==> src/rtl/seg7_scan_driver.sv <==
// Four-digit common-anode seven-segment scan driver with per-digit decimal point,
// blank and blink masks. AN and SEGMENT are active-low and registered.
module seg7_scan_driver #(
  parameter int SCAN_DIV     = 100000,
  parameter int GUARD        = 2,
  parameter int BLINK_FRAMES = 125
) (
  input  logic        clk,
  input  logic        rst,
  input  logic        load,
  input  logic [15:0] data,
  input  logic [3:0]  dp,
  input  logic [3:0]  blank,
  input  logic [3:0]  blink,
  output logic [3:0]  AN,
  output logic [7:0]  SEGMENT
);

  localparam int CNT_W = $clog2(SCAN_DIV);
  localparam logic [CNT_W-1:0] CNT_MAX   = CNT_W'(SCAN_DIV - 1);
  localparam logic [CNT_W-1:0] GUARD_C   = CNT_W'(GUARD);
  localparam logic [7:0]       FRAME_MAX = 8'(BLINK_FRAMES - 1);

  logic [15:0]      data_q;
  logic [3:0]       dp_q;
  logic [3:0]       blank_q;
  logic [3:0]       blink_q;
  logic [CNT_W-1:0] scan_cnt;
  logic [1:0]       idx;
  logic [7:0]       frame_cnt;
  logic             blink_phase;

  logic             scan_wrap;
  logic             frame_wrap;
  logic             dark;
  logic [3:0]       nib_p0;
  logic [3:0]       an_p0;
  logic [7:0]       seg_p0;

  // Active-low {g,f,e,d,c,b,a} pattern for one hex nibble.
  function automatic logic [6:0] hex_decode(input logic [3:0] nib);
    logic [6:0] s;
    case (nib)
      4'h0: s = 7'h40;
      4'h1: s = 7'h79;
      4'h2: s = 7'h24;
      4'h3: s = 7'h30;
      4'h4: s = 7'h19;
      4'h5: s = 7'h12;
      4'h6: s = 7'h02;
      4'h7: s = 7'h78;
      4'h8: s = 7'h00;
      4'h9: s = 7'h10;
      4'hA: s = 7'h08;
      4'hB: s = 7'h03;
      4'hC: s = 7'h46;
      4'hD: s = 7'h21;
      4'hE: s = 7'h06;
      default: s = 7'h0E;
    endcase
    return s;
  endfunction

  assign scan_wrap  = (scan_cnt == CNT_MAX);
  assign frame_wrap = scan_wrap && (idx == 2'd3);

  // Stage p0: next-output selection from the current scan state.
  always_comb begin
    nib_p0 = data_q[{idx, 2'b00} +: 4];
    dark   = blank_q[idx] | (blink_q[idx] & blink_phase);
    an_p0  = 4'hF;
    seg_p0 = 8'hFF;
    if ((scan_cnt >= GUARD_C) && !dark) begin
      an_p0  = ~(4'b0001 << idx);
      seg_p0 = {~dp_q[idx], hex_decode(nib_p0)};
    end
  end

  // Stage p1: capture, scan/blink timing and registered outputs.
  always_ff @(posedge clk) begin
    if (rst) begin
      data_q      <= '0;
      dp_q        <= '0;
      blank_q     <= '0;
      blink_q     <= '0;
      scan_cnt    <= '0;
      idx         <= '0;
      frame_cnt   <= '0;
      blink_phase <= 1'b0;
      AN          <= 4'hF;
      SEGMENT     <= 8'hFF;
    end else begin
      if (load) begin
        data_q  <= data;
        dp_q    <= dp;
        blank_q <= blank;
        blink_q <= blink;
      end
      scan_cnt <= scan_wrap ? '0 : scan_cnt + CNT_W'(1);
      if (scan_wrap) begin
        idx <= idx + 2'd1;
      end
      if (frame_wrap) begin
        if (frame_cnt == FRAME_MAX) begin
          frame_cnt   <= '0;
          blink_phase <= ~blink_phase;
        end else begin
          frame_cnt <= frame_cnt + 8'd1;
        end
      end
      AN      <= an_p0;
      SEGMENT <= seg_p0;
    end
  end

endmodule

==> config.mk <==
export PLATFORM = sky130hd
export DESIGN_NAME = seg7_scan_driver
export DESIGN_NICKNAME = d
export VERILOG_FILES = /design/src/rtl/seg7_scan_driver.sv
export SDC_FILE = /design/constraint.sdc
export NUM_CORES = 1
export LEC_CHECK = 0
export CAP_MARGIN = 20
export CORE_ASPECT_RATIO = 1.1
export CORE_MARGIN = 1
export CORE_UTILIZATION = 55
export CTS_BUF_LIST = sky130_fd_sc_hd__clkbuf_16
export DETAILED_ROUTE_END_ITERATION = 10
export PLACE_DENSITY = 0.83
export SYNTH_ARGS = -nofsm -noshare
export SYNTH_HDL_FRONTEND = slang
export SYNTH_SLANG_ARGS = --single-unit
export TNS_END_PERCENT = 20
==> constraint.sdc <==
create_clock -name clk -period 2.1 [get_ports clk]
set_input_delay 0.63 -clock clk [delete_from_list [all_inputs] [get_ports clk]]
set_output_delay 0.63 -clock clk [all_outputs]
set_load 0.005 [all_outputs]
==> Implementation_results.wiki <==
{| class="wikitable"
! Metric !! Value
|-
| Run status || completed
|-
| Maximum vdd drop || 0.0006327 V
|-
| Cell Area, Synth || 3207 µm²
|-
| Tot Pwr || about 3400 µW
|-
| Site Rows || 28
|-
| Y dimension of the die || between 80 and 90 µm
|-
| Max Clock Skew || 0.006758 ns
|-
| Post-Route Setup TNS || 0 ns
|-
| Global-route wire length before repair || 11.63 mm
|-
| WP data required || between 2 and 2.5 ns
|-
| Antenna diode count || 0
|-
| Synthesized net count || between 300 and 400
|-
| Placed wire-length estimate || roughly 4.9 mm
|-
| Worst setup path category || register to register
|-
| Fraction of final layout cells with drive strength greater than 1 || 12.37%
|-
| Number of distinct standard cells referenced by the synthesized netlist || 45
|-
| Detailed-route wire length || slightly below 7 mm
|-
| Number of synthesized register bits || 68
|-
| Number of global-route vias before repair || approximately 2600
|-
| Worst Hold Class || register to register
|-
| Num ports || between 40 and 50
|-
| Antenna violations before repair || 0
|-
| Post-CTS setup buffer count || 0
|-
| RSZ-0062 raised after global routing || no
|-
| Switching power summed over all nets || approximately 710 µW
|-
| DRC violation total after the first TritonRoute iteration || ~190
|-
| Reg-to-reg setup timing slack || 0.16 ns
|-
| Final worst-path setup slack || 0.1592 ns
|-
| Share of total power in sequential cells || 40.6%
|-
| Starting density of the core || around three fifths
|-
| Worst-path fanout max || 9
|-
| Die extent in x || roughly 75 µm
|-
| Power per cell area || around 820 nW/µm²
|-
| Instance area at placement || 3781 µm²
|-
| Startpoint of the worst register-to-register path || scan_cnt[1]
|-
| CTS buffer count || 9
|-
| Highest achievable clock rate || 515.2 MHz
|-
| Residual antenna-violating net count after detailed routing || 0
|-
| Asr flop ratio synth || 0%
|-
| Clock tree from TritonCTS || built
|-
| Post-placement setup slack || between 0.1 and 0.15 ns
|-
| Hold_sp || dp_q[3]
|-
| Leak Pwr || between 0.0015 and 0.002 µW
|-
| Grt total ovfl || 0
|-
| Number of buffer cells added on primary ports || 42
|-
| Final cycle utilization of the critical path || 92.42%
|-
| Warning count from the yosys run || 0
|-
| Clk buf depth || 2
|-
| Gpl congestion || 0.8057
|-
| DRC errors left || 0
|-
| Avg WL per Cell || between 10 and 15 µm
|-
| GR Util All Layers || about 25%
|-
| Core ar. || between 5000 and 6000 µm²
|-
| Design area || 4123 µm²
|-
| CTS Hold Buffers Added || 0
|-
| Reg clk slew, reported paths || approximately 0.06 ns
|-
| Combinational share of power || 8.8%
|-
| CTS H-tree lvls || 3
|-
| Instance count along the most critical hold path || 2
|-
| Post-cts sizing count || 0
|-
| Internal power summed over all cells || 2673 µW
|-
| Average size of a mapped cell || between 9 and 10 µm²
|-
| Post-synthesis sequential area ratio || 42.45%
|-
| Post-synth EDFFs || 0
|-
| Via count || 2606
|-
| Final net count || between 400 and 500
|-
| Worst-margin pin slew || 0.4563 ns
|-
| Synthesis-to-layout area growth || 28.56%
|-
| Hold violation total from the final report || 0
|-
| Flip-flop cell with the highest count after synthesis || sky130_fd_sc_hd__dfxtp_1
|-
| Synthesized instance count || approximately 330
|-
| Source-to-sink clock delay at the later pin of the worst-skew pair || 0.33 ns
|-
| Destination of the worst hold path || dp_q[3]
|-
| Cell at the root of the clock tree || sky130_fd_sc_hd__clkbuf_16
|-
| Final Setup Violations || 0
|-
| Critical path startpoint category || register
|-
| Final critical-path required period || between 1.5 and 2 ns
|-
| Worst slew margin || just under 70%
|-
| Area of the die || about 6100 µm²
|-
| Clock network fraction of total power || 50.6%
|-
| # Max-Cap Violations || 0
|-
| First-pass detailed-route iteration total || 4
|-
| Worst setup startpoint || scan_cnt[1]
|-
| Path depth of the worst reg2reg path || 5
|-
| Worst hold margin || between 0.4 and 0.5 ns
|-
| Sw Share || between 20% and 30%
|-
| Final number of max-transition violations || 0
|-
| Total number of clock tree sinks || 68
|-
| CP Capture Type || register
|-
| Worst r2r dst || frame_cnt[0]
|-
| Pin count of the biggest net entering global routing || 44
|-
| Crit path arrival time || 2.20 ns
|-
| Post-detailed-route via-to-cell ratio || between 5 and 6
|}
## final cells by class
cell class                      instances  area [µm²]
Clock buffer                            9       225.2
Clock inverter                          7       116.4
Fill cell                             382        1378
Inverter                               10       37.54
Multi-Input combinational cell        235        1715
Sequential cell                        68        1361
Tap cell                               75       93.84
Timing Repair Buffer                   59       573.1
## state kept, by name, indices dropped and copies added, names as in the netlist, 2 cells and up
signal,count
data_q,16
idx,2
blank_q,4
dp_q,4
frame_cnt,8
SEGMENT,8
AN,4
blink_q,4
scan_cnt,17
## stage by stage
stage                     instances  utilization (%)
after floorplan                 333                -
after global placement          447            68.74
final                           463            74.95
after global routing            463            74.95
after CTS                       463            74.95
after detailed placement        447            68.74
## worst max-delay path by stage
stage	endpoint	slack (ns)	depth (start not counted)
floorplan	frame_cnt[0]	0.17	7
global placement	SEGMENT[2]	0.14	5
detailed placement	SEGMENT[2]	0.11	5
global route	blink_phase	0.06	6
finish	frame_cnt[0]	0.16	5
CTS	frame_cnt[0]	0.16	5
## cell families (layout without fill, tap and decap cells)
| logic type | after synthesis | count (layout) | share of synthesized area, % |
|---|---|---|---|
| AO/OA/AOI/OAI | 39 | 39 | 8.739 |
| XOR/XNOR | 16 | 16 | 4.370 |
| adder cells (fa/ha/maj) | 14 | 14 | 5.462 |
| buffers and inverters | 30 | 85 | 4.058 |
| flip-flops | 68 | 68 | 42.45 |
| multiplexers | 40 | 40 | 15.72 |
| AND/OR/NAND/NOR | 126 | 126 | 19.20 |
## cells in the final DEF, fill, tap and decap left out, types with 2 or more instances in the layout
cell type                         netlist  routed
sky130_fd_sc_hd__o31a_1                 2       2
sky130_fd_sc_hd__a211o_1                2       2
sky130_fd_sc_hd__mux2_2                 3       3
sky130_fd_sc_hd__nand4_1               10      10
sky130_fd_sc_hd__nor3b_1                2       2
sky130_fd_sc_hd__a41oi_1                2       2
sky130_fd_sc_hd__nor2_1                49      49
sky130_fd_sc_hd__buf_4                  2      15
sky130_fd_sc_hd__or4_1                  3       3
sky130_fd_sc_hd__ha_1                  14      14
sky130_fd_sc_hd__clkinv_4               0       2
sky130_fd_sc_hd__nor2b_1                2       2
sky130_fd_sc_hd__mux2i_1               29      29
sky130_fd_sc_hd__o21a_1                 2       2
sky130_fd_sc_hd__dfxtp_1               68      68
sky130_fd_sc_hd__or3_1                  2       2
sky130_fd_sc_hd__buf_12                 0       2
sky130_fd_sc_hd__and3_1                 2       2
sky130_fd_sc_hd__inv_1                 10      11
sky130_fd_sc_hd__nor3_1                 7       7
sky130_fd_sc_hd__a311oi_1               4       4
sky130_fd_sc_hd__clkdlybuf4s50_1        0      42
sky130_fd_sc_hd__xor2_1                11      11
sky130_fd_sc_hd__xnor2_1                5       5
sky130_fd_sc_hd__bufinv_16              0       3
sky130_fd_sc_hd__o31ai_1                2       2
sky130_fd_sc_hd__o211ai_1               3       3
sky130_fd_sc_hd__a21oi_1                8       8
sky130_fd_sc_hd__nor4_1                 7       7
sky130_fd_sc_hd__nand3_1               16      16
sky130_fd_sc_hd__o21ai_0                7       7
sky130_fd_sc_hd__nand2_1               17      17
sky130_fd_sc_hd__a21o_1                 2       2
sky130_fd_sc_hd__nand2b_1               3       3
sky130_fd_sc_hd__mux4_2                 8       8
sky130_fd_sc_hd__clkbuf_16              0       9
## power by group through the flow
stage / sequential [µW] / combinational [µW] / clock (µW)
finish: 1370 / 299 / 1710
global route: 1380 / 324 / 1780
CTS: 1370 / 300 / 1730
detailed placement: 1400 / 298 / 0
global placement: 1400 / 289 / 0
floorplan: 1400 / 162 / 0
## routing by layer
layer	vias up	GRT usage (%)	routed length [µm]
met5	-	0	0
met4	0	13.40	183
met3	21	4.663	170
met2	49	44.23	3524
met1	1243	29.49	3024
li1	1293	-	-
## worst max-delay path, cell delays in order, from the launching register on
cell,delay (ns)
sky130_fd_sc_hd__dfxtp_1,0.35
sky130_fd_sc_hd__ha_1,0.20
sky130_fd_sc_hd__nand4_1,0.15
sky130_fd_sc_hd__or3_1,0.48
sky130_fd_sc_hd__or4b_1,0.55
sky130_fd_sc_hd__a21oi_1,0.15
## synth_stat cells, drive strengths merged, types with 4 or more instances
library cell,instances,area share (%)
a21oi,8,1.2
a311oi,4,1.1
buf,15,2.3
clkbuf,5,0.59
dfxtp,68,42
ha,14,5.5
inv,10,1.2
mux2i,29,9.1
mux4,8,5.6
nand2,17,2.0
nand3,17,2.8
nand4,10,2.0
nor2,49,5.7
nor3,7,1.1
nor4,7,1.4
o21ai,7,1.1
xnor2,5,1.4
xor2,11,3.0
(Power assumes the default switching activity.)
==> edit 1: new RTL, same flow settings <==
The parameter `SCAN_DIV` goes from 100000 to 50000.
--- a/src/rtl/seg7_scan_driver.sv
+++ b/src/rtl/seg7_scan_driver.sv
@@ -1,7 +1,7 @@
 // Four-digit common-anode seven-segment scan driver with per-digit decimal point,
 // blank and blink masks. AN and SEGMENT are active-low and registered.
 module seg7_scan_driver #(
-  parameter int SCAN_DIV     = 100000,
+  parameter int SCAN_DIV     = 50000,
   parameter int GUARD        = 2,
   parameter int BLINK_FRAMES = 125
 ) (
Check against the original RTL: no difference found for any inputs over 10 cycles, from zero or initial values and one cycle with rst high; that may be too few to reach the edited logic, so the function may still have changed.
==> edit 1 against the original RTL <==
- die area is 2.0% lower
- area after synthesis fell by 2.0%
- first-iteration DRC count down 51%
- sequential cell count fell by 1
- global-route usage decreased by 0.49 points
- synthesized cell count down 2.1%
- routed wire length fell by 3.0%
- power decreased by 14%
- clock skew about the same
- critical path depth unchanged
- cell area shrank 3.8%
- worst setup slack got worse by 0.062 ns
- largest cell class unchanged
==> edit 1: results (changes against the original RTL) <==
outcome: "finished clean"
synth.area.top_cells: "dfxtp_1 43%, mux2i_1 8.9%, ha_1 5.6%"
r2r-end: "SEGMENT[0]"
worst_slew_pin_slew_ns: 0.3936  # -0.06278 ns
r2r-start: "idx[1]"
grt_util_met1_pct: 29.97  # +0.48 points
post_synth_num_cell_types: 46  # +2.2%
syn_nets: 371  # -1.9%
met2WireLength_um: 3414  # -3.1%
grt_max_degree: 33  # -25%
use_met2_pct: 41.73  # -2.5 points
vdd_ir_drop_max_mv: 0.7505  # +19%
dp_hpwl_um: 4679  # -4.6%
place.gp.congestion: 0.8347  # +3.6%
dr.pass1.iters: 5  # +1
final_nets: 423  # -1.2%
grt_usage_pct: 24.97  # -0.49 points
final.fill_count: 386  # +1.0%
leakage_nw: 1.560  # -5.9%
first_global_vias: 2487  # -3.2%
reg_top3: "data_q x16, scan_cnt x16"
cp_max_fo: 5  # -4
dr_wl_met3_um: 266  # +56%
met3_usage_pct: 4.591  # -0.072 points
post_drt_wl_per_cell_um: 14.65  # -1.8%
routed_via_density: 5.632  # about the same
layout-drive-gt1-share_pct: 10.47  # -1.9 points
cpPeakStageDelay_ns: 0.71  # +0.16 ns
dpl_cell_area_um2: 3709  # -1.9%
synth_seq_area_share_pct: 42.69  # +0.24 points
cp_slowest_cell: "mux4_1"
crit_family: "multiplexers"
==> edit 1: changes by cell type in the layout (fill, tap and decap cells not counted), moves of 4 or more <==
cell	unedited run	this run
a22oi_1	0	4
inv_1	11	16
mux4_1	0	4
mux4_2	8	3
nor2_1	49	44
nor4_1	7	1
xor2_1	11	7
==> edit 1: kinds of logic after synthesis <==
logic type,share of synthesized area [%]
and+or+nand+nor,19.51
DFF,42.69
AOI/OAI and AO/OA,9.040
muxes,15.49
buffers and inverters,4.619
adders and majority gates,5.576
xor gates and xnor gates,3.066
==> edit 1: cell type report <==
cell class | instances | share of cell area (%)
inverters | 14 | 1.325
well taps | 75 | 2.367
flip-flops and latches | 67 | 33.83
multi-input cells | 228 | 41.87
clock buffers | 9 | 5.680
clock inverters | 6 | 0.6627
repair buffers | 58 | 14.26
==> edit 1: report_power, final <==
group | switching, mW | internal (mW) | total [mW]
combinational | 0.116 | 0.157 | 0.274
sequential | 0.0264 | 1.33 | 1.35
clock | 0.509 | 0.771 | 1.28
total | 0.652 | 2.25 | 2.91
==> edit 1: metrics by stage <==
stage	worst slack, ns	hold slack [ns]	std cells	utilization, %
after floorplan	0.1541	0.4374	326	-
final	0.09694	0.4817	457	73.02
after global routing	0.002431	0.5012	457	73.02
after CTS	0.1056	0.4788	457	72.93
after detailed placement	0.1139	0.4674	442	68.29
after global placement	0.1302	0.4511	442	68.29
==> edit 1: worst min path at each step <==
stage                     start          end  depth (start not counted)
detailed placement  scan_cnt[0]  scan_cnt[0]                          1
global route          data_q[3]    data_q[3]                          2
CTS                 scan_cnt[0]  scan_cnt[0]                          1
finish              scan_cnt[0]  scan_cnt[0]                          1
floorplan           scan_cnt[0]  scan_cnt[0]                          1
global placement    scan_cnt[0]  scan_cnt[0]                          1
==> edit 2: new RTL, config.mk and constraints unchanged <==
Made on the original files. Register the output `SEGMENT` once more, cleared by the reset; this adds one clock of latency there. The other outputs are not delayed to match. Comments in the files are not updated.
--- a/src/rtl/seg7_scan_driver.sv
+++ b/src/rtl/seg7_scan_driver.sv
@@ -20,6 +20,8 @@
   localparam logic [CNT_W-1:0] CNT_MAX   = CNT_W'(SCAN_DIV - 1);
   localparam logic [CNT_W-1:0] GUARD_C   = CNT_W'(GUARD);
   localparam logic [7:0]       FRAME_MAX = 8'(BLINK_FRAMES - 1);
+
+  logic [7:0] SEGMENT_s0;
 
   logic [15:0]      data_q;
   logic [3:0]       dp_q;
@@ -88,7 +90,7 @@
       frame_cnt   <= '0;
       blink_phase <= 1'b0;
       AN          <= 4'hF;
-      SEGMENT     <= 8'hFF;
+      SEGMENT_s0  <= 8'hFF;
     end else begin
       if (load) begin
         data_q  <= data;
@@ -109,7 +111,15 @@
         end
       end
       AN      <= an_p0;
-      SEGMENT <= seg_p0;
+      SEGMENT_s0 <= seg_p0;
+    end
+  end
+
+  always_ff @(posedge clk) begin
+    if (rst) begin
+      SEGMENT <= '0;
+    end else begin
+      SEGMENT <= SEGMENT_s0;
     end
   end
 
Behaviour: not the same (Yosys sat finds a counterexample within 4 cycles, from zero or initial values and one cycle with rst high).
==> edit 2 against the original RTL <==
- cell area increased by 3.1%
- routed wire length decreased by 0.35%
- core utilization decreased by 2.7 points
- hold slack got worse by 0.065 ns
- worst setup slack got worse by 0.032 ns
- largest power group is now sequential cells
- clock skew decreased by 0.0023 ns
- critical endpoint is now frame_cnt[7]
- sequential cell count increased by 8
- area after synthesis increased by 6.9%
- sequential share of layout area increased by 2.8 points
- power decreased by 3.2%
==> edit 2: results (changes against the original RTL) <==
synth.area.top_cells: "dfxtp_1 44%, mux2i_1 8.2%, mux4_2 5.3%"
avgSynthCellArea_um2: 9.908  # +2.9%
vdd_ir_drop_max_mv: 0.9204  # +45%
multi_input_area_um2: 1769  # +3.1%
finalNonFillerCells: 477  # +3.0%
cp_max_fo: 10  # +1
synth_xor_area_share_pct: 4.088  # -0.28 points
syn_nets: 391  # +3.4%
vias: 2651  # +1.7%
grt_pass1_wl_um: 11720  # +0.77%
post-route-min-period_ns: 1.973  # +0.03244 ns
worstHoldStart: "SEGMENT_s0[6]"
place.gp.congestion: 0.8505  # +5.6%
post_drt_wl_per_cell_um: 14.42  # -3.3%
worstHoldPathCells: 1  # -1
drt_iter0_drc: 143  # -24%
cp_slowest_cell: "or3_1"
cts_resized: 0  # unchanged
outcome: "finished clean"
leakage_nw: 1.700  # +2.5%
fin_ws_ns: 0.1267  # -0.03244 ns
post_synth_num_cell_types: 47  # +4.4%
hold_end: "SEGMENT[6]"
first_global_vias: 2568  # -0.078%
synth_compound_area_share_pct: 8.431  # -0.31 points
slew_headroom_pct: 71.42  # +2.1 points
grt_max_degree: 31  # -30%
insertion_delay_ns: 0.33  # about the same
final.fill_count: 449  # +18%
synth_top_area_share_pct: 44.38  # +1.9 points
timing.hold.ws_ns: 0.4271  # -0.06481 ns
muxShareOfSynthArea_pct: 15.07  # -0.65 points
layout-drive-gt1-share_pct: 12.00  # -0.37 points
finClkSkew_ns: 0.004438  # -0.002320 ns
r2r-end: "frame_cnt[7]"
synthAdderAreaFrac_pct: 5.109  # -0.35 points
cpPeakStageDelay_ns: 0.50  # -0.05 ns
dp_hpwl_um: 4910  # about the same
dpl_cell_area_um2: 3974  # +5.1%
place_inst: 462  # +3.4%
## edit 2: routing by layer
metal,track usage (%),wire (µm),share of wire [%]
met5,0,0,0
met4,14.24,203,3.0
met3,4.457,250,3.6
met2,38.94,3405,49
met1,26.70,3021,44
## edit 2: final cells by class
| class | count | share of cell area (%) |
|---|---|---|
| multi-input combinational | 242 | 41.64 |
| sequential | 76 | 35.81 |
| timing repair buffer | 58 | 13.02 |
| clock buffer | 9 | 5.300 |
| tap | 77 | 2.267 |
| clock inverter | 6 | 1.178 |
| inverter | 9 | 0.7951 |
## edit 2: report_power, final
| group | total [mW] | leakage [nW] | internal (mW) | switching (mW) |
|---|---|---|---|---|
| Clock | 1.43 | 0.146 | 0.892 | 0.539 |
| Combinational | 0.303 | 0.931 | 0.175 | 0.128 |
| Sequential | 1.54 | 0.623 | 1.51 | 0.0330 |
| Total | 3.28 | 1.70 | 2.58 | 0.700 |
